[config.mk]
export PLATFORM = sky130hd
export DESIGN_NAME = dds_axil_regs
export DESIGN_NICKNAME = d
export VERILOG_FILES = /design/src/rtl/dds_regs_pkg.sv /design/src/rtl/dds_sample_timer.sv /design/src/rtl/dds_axil_regs.sv
export SDC_FILE = /design/constraint.sdc
export NUM_CORES = 1
export LEC_CHECK = 0
export CORE_MARGIN = 1.5
export CORE_UTILIZATION = 25
export DETAILED_ROUTE_END_ITERATION = 6
export PLACE_DENSITY = 0.53
export SLEW_MARGIN = 15
export SYNTH_ARGS = -nofsm -noshare
export SYNTH_HDL_FRONTEND = slang
export SYNTH_SLANG_ARGS = --single-unit
[constraint.sdc]
create_clock -name clk -period 5.15 [get_ports clk]
set_input_delay 0.7725 -clock clk [delete_from_list [all_inputs] [get_ports clk]]
set_output_delay 0.7725 -clock clk [all_outputs]
set_load 0.01 [all_outputs]
[src/rtl/dds_regs_pkg.sv]
// Shared definitions for the DDS register block: register offsets, buffer indices,
// CTRL bit positions, AXI response codes, FSM state types and small helper functions.
// Ports: none (package).
package dds_regs_pkg;

  // Byte offsets of the register map.
  localparam logic [7:0] OFF_CTRL   = 8'h00;
  localparam logic [7:0] OFF_THETAS = 8'h04;
  localparam logic [7:0] OFF_DELTAS = 8'h08;
  localparam logic [7:0] OFF_AMPLS  = 8'h0C;
  localparam logic [7:0] OFF_LNGTH  = 8'h10;
  localparam logic [7:0] OFF_STATUS = 8'h14;
  localparam logic [7:0] OFF_DIV    = 8'h18;

  // Circular-buffer index presented on o_dds_addrs.
  localparam logic [31:0] BUF_THETAS = 32'd0;
  localparam logic [31:0] BUF_DELTAS = 32'd1;
  localparam logic [31:0] BUF_AMPLS  = 32'd2;

  localparam int CTRL_RST_BIT  = 0;
  localparam int CTRL_STRT_BIT = 1;

  localparam logic [1:0] RESP_OKAY   = 2'b00;
  localparam logic [1:0] RESP_SLVERR = 2'b10;

  typedef enum logic {W_IDLE, W_RESP} w_state_e;
  typedef enum logic {R_IDLE, R_DATA} r_state_e;

  typedef enum logic [2:0] {
    SEL_CTRL, SEL_THETAS, SEL_DELTAS, SEL_AMPLS,
    SEL_LNGTH, SEL_STATUS, SEL_DIV, SEL_NONE
  } reg_sel_e;

  // Byte-lane merge of a write into an existing register value.
  function automatic logic [31:0] strb_merge(input logic [31:0] old_val,
                                             input logic [31:0] new_val,
                                             input logic [3:0]  strb);
    logic [31:0] res;
    res = old_val;
    for (int i = 0; i < 4; i++) begin
      if (strb[i]) res[8*i +: 8] = new_val[8*i +: 8];
    end
    return res;
  endfunction

  // Map a word-aligned byte offset to a register selector.
  function automatic reg_sel_e offset_sel(input logic [7:0] off);
    case (off)
      OFF_CTRL:   return SEL_CTRL;
      OFF_THETAS: return SEL_THETAS;
      OFF_DELTAS: return SEL_DELTAS;
      OFF_AMPLS:  return SEL_AMPLS;
      OFF_LNGTH:  return SEL_LNGTH;
      OFF_STATUS: return SEL_STATUS;
      OFF_DIV:    return SEL_DIV;
      default:    return SEL_NONE;
    endcase
  endfunction

endpackage

[src/rtl/dds_sample_timer.sv]
// Sample-enable timer: counts 0..div while en, pulse is high (combinationally) in the cycle count==div.
// Ports: clk, a_rst_n (async active-low), clr (zero the count), en (run), div[31:0] (compare value), pulse.
// A div lowered below the running count is only seen after the count wraps through 2^32.
module dds_sample_timer (
  input  logic        clk,
  input  logic        a_rst_n,
  input  logic        clr,
  input  logic        en,
  input  logic [31:0] div,
  output logic        pulse
);

  logic [31:0] r_cnt;
  logic        w_hit;

  assign w_hit = (r_cnt == div);
  assign pulse = en && w_hit;

  always_ff @(posedge clk or negedge a_rst_n) begin
    if (!a_rst_n) begin
      r_cnt <= '0;
    end else if (clr || !en) begin
      r_cnt <= '0;
    end else if (w_hit) begin
      r_cnt <= '0;
    end else begin
      r_cnt <= r_cnt + 32'd1;
    end
  end

endmodule

[src/rtl/dds_axil_regs.sv]
// AXI4-Lite register slave for the DDS core: owns the register map, turns data-register writes into
// one-cycle push strobes, keeps saturating push counters and runs the sample-enable timer.
// Ports: clk, a_rst_n, AXI4-Lite slave s_*, DDS core side o_dds_* (registers, push strobe/index, sample pulse).
module dds_axil_regs
  import dds_regs_pkg::*;
#(
  parameter int          ADDR_WIDTH = 8,
  parameter logic [31:0] DIV_RESET  = 32'd1023,
  parameter int          CNT_MAX    = 512
) (
  input  logic                  clk,
  input  logic                  a_rst_n,
  input  logic [ADDR_WIDTH-1:0] s_awaddr,
  input  logic                  s_awvalid,
  output logic                  s_awready,
  input  logic [31:0]           s_wdata,
  input  logic [3:0]            s_wstrb,
  input  logic                  s_wvalid,
  output logic                  s_wready,
  output logic [1:0]            s_bresp,
  output logic                  s_bvalid,
  input  logic                  s_bready,
  input  logic [ADDR_WIDTH-1:0] s_araddr,
  input  logic                  s_arvalid,
  output logic                  s_arready,
  output logic [31:0]           s_rdata,
  output logic [1:0]            s_rresp,
  output logic                  s_rvalid,
  input  logic                  s_rready,
  output logic [31:0]           o_dds_addrs,
  output logic                  o_dds_write,
  output logic [31:0]           o_dds_ctrl_reg,
  output logic [31:0]           o_dds_thetas_reg,
  output logic [31:0]           o_dds_deltas_reg,
  output logic [31:0]           o_dds_ampls_reg,
  output logic [31:0]           o_dds_lngth_reg,
  output logic                  o_dds_sample_en
);

  localparam logic [9:0] CNT_SAT = 10'(CNT_MAX);

  // Decode ignores bits [1:0]; anything above the 8-bit map is unmapped.
  function automatic reg_sel_e decode(input logic [ADDR_WIDTH-1:0] a);
    logic [31:0] w;
    w = 32'(a);
    w[1:0] = 2'b00;
    if (w[31:8] != 24'd0) return SEL_NONE;
    return offset_sel(w[7:0]);
  endfunction

  // Register file
  logic [31:0] r_ctrl, r_thetas, r_deltas, r_ampls, r_lngth, r_div;
  logic [9:0]  r_cnt_th, r_cnt_de, r_cnt_am;
  logic        r_push_vld;
  logic [31:0] r_push_idx;

  // Keeps READYs low while reset is asserted and for the first edge after release.
  logic r_rst_done;

  // Write channel
  w_state_e        r_wstate, w_wstate_nxt;
  logic            r_aw_held, r_w_held;
  logic [ADDR_WIDTH-1:0] r_awaddr;
  logic [31:0]     r_wdata;
  logic [3:0]      r_wstrb;
  logic [1:0]      r_bresp;
  logic            w_aw_hs, w_w_hs, w_commit;
  logic [ADDR_WIDTH-1:0] w_cm_addr;
  logic [31:0]     w_cm_data, w_wr_old, w_merged;
  logic [3:0]      w_cm_strb;
  reg_sel_e        w_wsel;
  logic            w_wr_ok;
  logic            w_start;

  // Read channel
  r_state_e        r_rstate, w_rstate_nxt;
  logic [31:0]     r_rdata, w_rd_dat;
  logic [1:0]      r_rresp;
  logic            w_ar_hs, w_rd_ok;
  reg_sel_e        w_rsel;

  logic            w_pulse;

  assign w_start = r_ctrl[CTRL_STRT_BIT];

  always_ff @(posedge clk or negedge a_rst_n) begin
    if (!a_rst_n) r_rst_done <= 1'b0;
    else          r_rst_done <= 1'b1;
  end

  // ---------------- write FSM ----------------
  always_ff @(posedge clk or negedge a_rst_n) begin
    if (!a_rst_n) r_wstate <= W_IDLE;
    else          r_wstate <= w_wstate_nxt;
  end

  always_comb begin
    w_wstate_nxt = r_wstate;
    case (r_wstate)
      W_IDLE:  if (w_commit) w_wstate_nxt = W_RESP;
      W_RESP:  if (s_bready) w_wstate_nxt = W_IDLE;
      default: w_wstate_nxt = W_IDLE;
    endcase
  end

  always_comb begin
    s_awready = 1'b0;
    s_wready  = 1'b0;
    s_bvalid  = 1'b0;
    case (r_wstate)
      W_IDLE: begin
        s_awready = r_rst_done && !r_aw_held;
        s_wready  = r_rst_done && !r_w_held;
      end
      W_RESP:  s_bvalid = 1'b1;
      default: ;
    endcase
  end

  assign w_aw_hs = s_awvalid && s_awready;
  assign w_w_hs  = s_wvalid && s_wready;

  // Commit on the edge where the second of AW/W is in hand (held or handshaking now).
  assign w_commit  = (r_wstate == W_IDLE) && (r_aw_held || w_aw_hs) && (r_w_held || w_w_hs);
  assign w_cm_addr = r_aw_held ? r_awaddr : s_awaddr;
  assign w_cm_data = r_w_held  ? r_wdata  : s_wdata;
  assign w_cm_strb = r_w_held  ? r_wstrb  : s_wstrb;
  assign w_wsel    = decode(w_cm_addr);
  assign w_merged  = strb_merge(w_wr_old, w_cm_data, w_cm_strb);

  always_comb begin
    w_wr_ok  = 1'b0;
    w_wr_old = '0;
    case (w_wsel)
      SEL_CTRL:   begin w_wr_ok = 1'b1;     w_wr_old = r_ctrl;   end
      SEL_THETAS: begin w_wr_ok = !w_start; w_wr_old = r_thetas; end
      SEL_DELTAS: begin w_wr_ok = !w_start; w_wr_old = r_deltas; end
      SEL_AMPLS:  begin w_wr_ok = !w_start; w_wr_old = r_ampls;  end
      SEL_LNGTH:  begin w_wr_ok = 1'b1;     w_wr_old = r_lngth;  end
      SEL_DIV:    begin w_wr_ok = 1'b1;     w_wr_old = r_div;    end
      default:    ;
    endcase
  end

  always_ff @(posedge clk or negedge a_rst_n) begin
    if (!a_rst_n) begin
      r_aw_held <= 1'b0;
      r_w_held  <= 1'b0;
      r_awaddr  <= '0;
      r_wdata   <= '0;
      r_wstrb   <= '0;
      r_bresp   <= RESP_OKAY;
    end else if (w_commit) begin
      r_aw_held <= 1'b0;
      r_w_held  <= 1'b0;
      r_bresp   <= w_wr_ok ? RESP_OKAY : RESP_SLVERR;
    end else begin
      if (w_aw_hs) begin
        r_aw_held <= 1'b1;
        r_awaddr  <= s_awaddr;
      end
      if (w_w_hs) begin
        r_w_held <= 1'b1;
        r_wdata  <= s_wdata;
        r_wstrb  <= s_wstrb;
      end
    end
  end

  // ---------------- register file / push strobe ----------------
  always_ff @(posedge clk or negedge a_rst_n) begin
    if (!a_rst_n) begin
      r_ctrl     <= '0;
      r_thetas   <= '0;
      r_deltas   <= '0;
      r_ampls    <= '0;
      r_lngth    <= '0;
      r_div      <= DIV_RESET;
      r_cnt_th   <= '0;
      r_cnt_de   <= '0;
      r_cnt_am   <= '0;
      r_push_vld <= 1'b0;
      r_push_idx <= '0;
    end else begin
      // CTRL.rst lives for one cycle only; that cycle also clears the counters.
      r_ctrl[CTRL_RST_BIT] <= 1'b0;
      r_push_vld           <= 1'b0;
      if (r_ctrl[CTRL_RST_BIT]) begin
        r_cnt_th <= '0;
        r_cnt_de <= '0;
        r_cnt_am <= '0;
      end
      if (w_commit && w_wr_ok) begin
        case (w_wsel)
          SEL_CTRL: r_ctrl <= w_merged;
          SEL_THETAS: begin
            r_thetas   <= w_merged;
            r_push_vld <= 1'b1;
            r_push_idx <= BUF_THETAS;
            if (r_cnt_th < CNT_SAT) r_cnt_th <= r_cnt_th + 10'd1;
          end
          SEL_DELTAS: begin
            r_deltas   <= w_merged;
            r_push_vld <= 1'b1;
            r_push_idx <= BUF_DELTAS;
            if (r_cnt_de < CNT_SAT) r_cnt_de <= r_cnt_de + 10'd1;
          end
          SEL_AMPLS: begin
            r_ampls    <= w_merged;
            r_push_vld <= 1'b1;
            r_push_idx <= BUF_AMPLS;
            if (r_cnt_am < CNT_SAT) r_cnt_am <= r_cnt_am + 10'd1;
          end
          SEL_LNGTH: r_lngth <= w_merged;
          SEL_DIV:   r_div   <= w_merged;
          default:   ;
        endcase
      end
    end
  end

  // ---------------- read FSM ----------------
  always_ff @(posedge clk or negedge a_rst_n) begin
    if (!a_rst_n) r_rstate <= R_IDLE;
    else          r_rstate <= w_rstate_nxt;
  end

  always_comb begin
    w_rstate_nxt = r_rstate;
    case (r_rstate)
      R_IDLE:  if (w_ar_hs) w_rstate_nxt = R_DATA;
      R_DATA:  if (s_rready) w_rstate_nxt = R_IDLE;
      default: w_rstate_nxt = R_IDLE;
    endcase
  end

  always_comb begin
    s_arready = 1'b0;
    s_rvalid  = 1'b0;
    case (r_rstate)
      R_IDLE:  s_arready = r_rst_done;
      R_DATA:  s_rvalid  = 1'b1;
      default: ;
    endcase
  end

  assign w_ar_hs = s_arvalid && s_arready;
  assign w_rsel  = decode(s_araddr);

  always_comb begin
    w_rd_ok  = 1'b1;
    w_rd_dat = '0;
    case (w_rsel)
      SEL_CTRL:   w_rd_dat = r_ctrl & ~(32'd1 << CTRL_RST_BIT);
      SEL_THETAS: w_rd_dat = r_thetas;
      SEL_DELTAS: w_rd_dat = r_deltas;
      SEL_AMPLS:  w_rd_dat = r_ampls;
      SEL_LNGTH:  w_rd_dat = r_lngth;
      SEL_STATUS: w_rd_dat = {w_start, 1'b0, r_cnt_am, r_cnt_de, r_cnt_th};
      SEL_DIV:    w_rd_dat = r_div;
      default:    w_rd_ok  = 1'b0;
    endcase
  end

  // Captured from pre-edge register values, so a same-edge write commit is not visible here.
  always_ff @(posedge clk or negedge a_rst_n) begin
    if (!a_rst_n) begin
      r_rdata <= '0;
      r_rresp <= RESP_OKAY;
    end else if (w_ar_hs) begin
      r_rdata <= w_rd_dat;
      r_rresp <= w_rd_ok ? RESP_OKAY : RESP_SLVERR;
    end
  end

  // ---------------- sample timer ----------------
  dds_sample_timer u_timer (
    .clk     (clk),
    .a_rst_n (a_rst_n),
    .clr     (r_ctrl[CTRL_RST_BIT]),
    .en      (w_start),
    .div     (r_div),
    .pulse   (w_pulse)
  );

  assign s_bresp          = r_bresp;
  assign s_rdata          = r_rdata;
  assign s_rresp          = r_rresp;
  assign o_dds_addrs      = r_push_idx;
  assign o_dds_write      = r_push_vld;
  assign o_dds_ctrl_reg   = r_ctrl;
  assign o_dds_thetas_reg = r_thetas;
  assign o_dds_deltas_reg = r_deltas;
  assign o_dds_ampls_reg  = r_ampls;
  assign o_dds_lngth_reg  = r_lngth;
  assign o_dds_sample_en  = w_pulse;

endmodule

==> impl_metrics.tcl <==
set metrics [dict create \
    gp_congestion 0.888 \
    critPathLaunchType "flop" \
    grt_pass1_vias 16700 \
    multi_input_area_sq_mm 0.00939 \
    die_w_microns 276 \
    dp_slack_ps 1030 \
    cts_sinks 338 \
    netlist.area_leader.share_pct 44.1 \
    outcome "finished, violations left" \
    maxSlewViolCount 0 \
    row_count 99 \
    finalClockSkew_ps 31.2 \
    routed_wl_mm 80.7 \
    setup.worst_path.class "reg2reg" \
    cts_tree "built" \
    grt_pass1_wl_mm 117 \
    async_reset_ff_share_pct 100 \
    cts_resized 0 \
    finalCritPeriodShare_pct 77.1 \
    syn_area_sq_mm 0.0186 \
    core-area_sq_mm 0.0733 \
    vdd_drop_max_mv 0.237 \
    hold_class "in2async" \
    via_count 17100 \
    worstPathRequired_ps 5600 \
    ys_types 79 \
    start_util_pct 25.4 \
    cts.path.max_buffers 3 \
    rrSetupSlack_ps 1180 \
    reg2regPathDepth 6 \
    setup_viol 0 \
    power.density_mw_per_mm2 473 \
    max-cap-violations 0 \
    r2r-end "r_div[0]" \
    synth-seq-area-share_pct 45.5 \
    ant_nets 0 \
    fmax_ghz 0.252 \
    synth_seq_cells 338 \
    clk_pin_slew_worst_paths_ps 60 \
    clk_latency_ps 600 \
    postSynthCellCount 1957 \
    maxSlewHeadroom_pct 23.9 \
    synthFlopType "dfrtp_1" \
    h-tree-depth 2 \
    cts_root_buf "clkbuf_16" \
    cp_num_buf_inv 1 \
    gr-usage-all-layers_pct 21.0 \
    grt_max_degree 102 \
    first_pass_iters 7 \
    numCtsBuffers 43 \
    post-cts-setup-buffers 0 \
    leakagePower_nw 9.95 \
    fin_crit_ps 3970 \
    violations "design-rule violations" \
    portBuffers 257 \
    drt_first_iter_violations 2138 \
    path_delay_family "simple AND/OR/NAND/NOR gates" \
    critPathMaxFanout 31 \
    top_level_ports 294 \
    num_antenna_cells 0 \
    path_cells "nor4b_1 > nor2_2 > buf_4 > or2_1 > o41ai_1 > o21ai_0" \
    die_area_sq_mm 0.0761 \
    rsz0062_at_grt "false" \
    layout_commonest_cell "dfrtp_1" \
    setup_tns_ps 0 \
    fp.dieH_microns 276 \
    syn_area_per_cell_sq_um 9.51 \
    synthTopCellsByArea "dfrtp_1, mux2_2, nor2_1, a21oi_1, a22oi_1" \
    area_delta_synth_final_pct 27.4 \
    worst_path_largest_cell_delay_ps 960 \
    synth_warnings 0 \
    ctsHoldBuffers 0 \
    cpMaxStageDelayCell "o41ai_1" \
    mostFrequentLayoutCells "dfrtp_1, nor2_1, clkdlybuf4s50_1" \
    r2r_start "r_aw_held" \
    ff_latch_area_sq_mm 0.00847 \
    drive_gt1_share_pct 13.2 \
    antenna_found_initial 1 \
    wire_per_inst_microns 25.4 \
    avgViaCountPerCell 5.40 \
    final.setup.worst_slack_ps 1180 \
    tightest_slew_ps 1140 \
    hold_viol_final 0 \
    synth.largest_area_cell "dfrtp_1" \
    synth_edf_count 0 \
    drcViolationCount 5 \
    nNetsFinal 2244 \
    arrival_ps 4420 \
    worstSetupEndpointType "flop" \
    post-dp-hpwl_mm 57.7 \
    gr-total-overflow 0 \
    nFillCells 7590 \
]
[synth_stat cells, types with 4 or more instances]
library cell and instances:
dfrtp_1 328, nor2_1 283, a21oi_1 150, nand2_1 130
mux2_2 98, clkbuf_1 88, o21ai_0 88, a22oi_1 85
nand3_1 55, mux2i_1 54, xor2_1 53, a22o_1 42
buf_2 40, buf_4 40, o21a_1 32, a211oi_1 29
nor3_1 26, o2bb2ai_1 25, a21o_1 24, o22ai_1 19
a222oi_1 17, a32oi_1 17, and3_1 17, or3_1 17
xnor2_1 15, and3b_1 12, nor4_1 12, nand4_1 11
o32ai_1 11, dfstp_2 10, inv_1 10, a31oi_1 9
nor2b_1 7, a21boi_0 6, and4_1 6, buf_1 6
o31a_1 6, and2_1 5, nor3b_1 5, buf_6 4
ha_1 4, or2_2 4
[per-layer routing]
metal  vias up  track usage, %  share of wire, %
li1       7568               -                 -
met1      8499            27.2                41
met2       892            34.1                47
met3       170            4.46               8.5
met4         2            8.02               3.8
met5         -               0             0.016
[cell families (layout without fill, tap and decap cells)]
| family | Yosys count | count (layout) | synth area share, % |
|---|---|---|---|
| DFF | 338 | 338 | 45.5 |
| other | 2 | 33 | 0.0404 |
| xor gates and xnor gates | 68 | 68 | 3.20 |
| adders and majority gates | 4 | 4 | 0.269 |
| muxes | 153 | 153 | 8.92 |
| buffers and inverters | 189 | 417 | 5.05 |
| AOI/OAI and AO/OA | 587 | 587 | 21.8 |
| and+or+nand+nor | 616 | 616 | 15.2 |
[worst max-delay path by stage]
stage,start,endpoint,slack [ps],depth (start not counted)
4_1_cts,r_aw_held,r_div[0],1310,6
5_1_grt,r_aw_held,r_div[0],930,6
2_1_floorplan,s_awaddr[2],r_cnt_de[0],2430,8
6_report,r_aw_held,r_div[0],1180,6
3_5_place_dp,s_awaddr[5],r_div[0],1030,7
3_3_place_gp,s_awaddr[5],o_dds_lngth_reg[0],1210,7
[through the flow]
| step | instance area (sq um) | total power (W) | instances | hold slack [ps] | util (%) |
|---|---|---|---|---|---|
| final | 23700 | 0.0112 | 3175 | 259 | 32.3 |
| after global routing | 23700 | 0.0117 | 3175 | 318 | 32.3 |
| after CTS | 23700 | 0.0112 | 3175 | 264 | 32.3 |
| after detailed placement | 22200 | 0.00805 | 3095 | 488 | 30.3 |
| after global placement | 22200 | 0.00797 | 3095 | 483 | 30.3 |
| after floorplan | 18700 | 0.00604 | 1988 | 462 | - |
[power by group]
| group | switching [W] | internal [W] | total [W] |
|---|---|---|---|
| clock | 0.00125 | 0.00188 | 0.00313 |
| combinational | 0.00216 | 0.00168 | 0.00384 |
| sequential | 0.000940 | 0.00329 | 0.00423 |
| total | 0.00435 | 0.00685 | 0.0112 |
[area by class of cell]
class                      instances  share of cell area, %
inverter                          11                  0.174
clock buffer                      63                   5.41
tap                              959                   5.06
multi-input combinational       1461                   39.6
sequential                       338                   35.8
clock inverter                    17                  0.766
timing repair buffer             326                   13.2
Note: power is estimated with default switching activity, not from simulation.
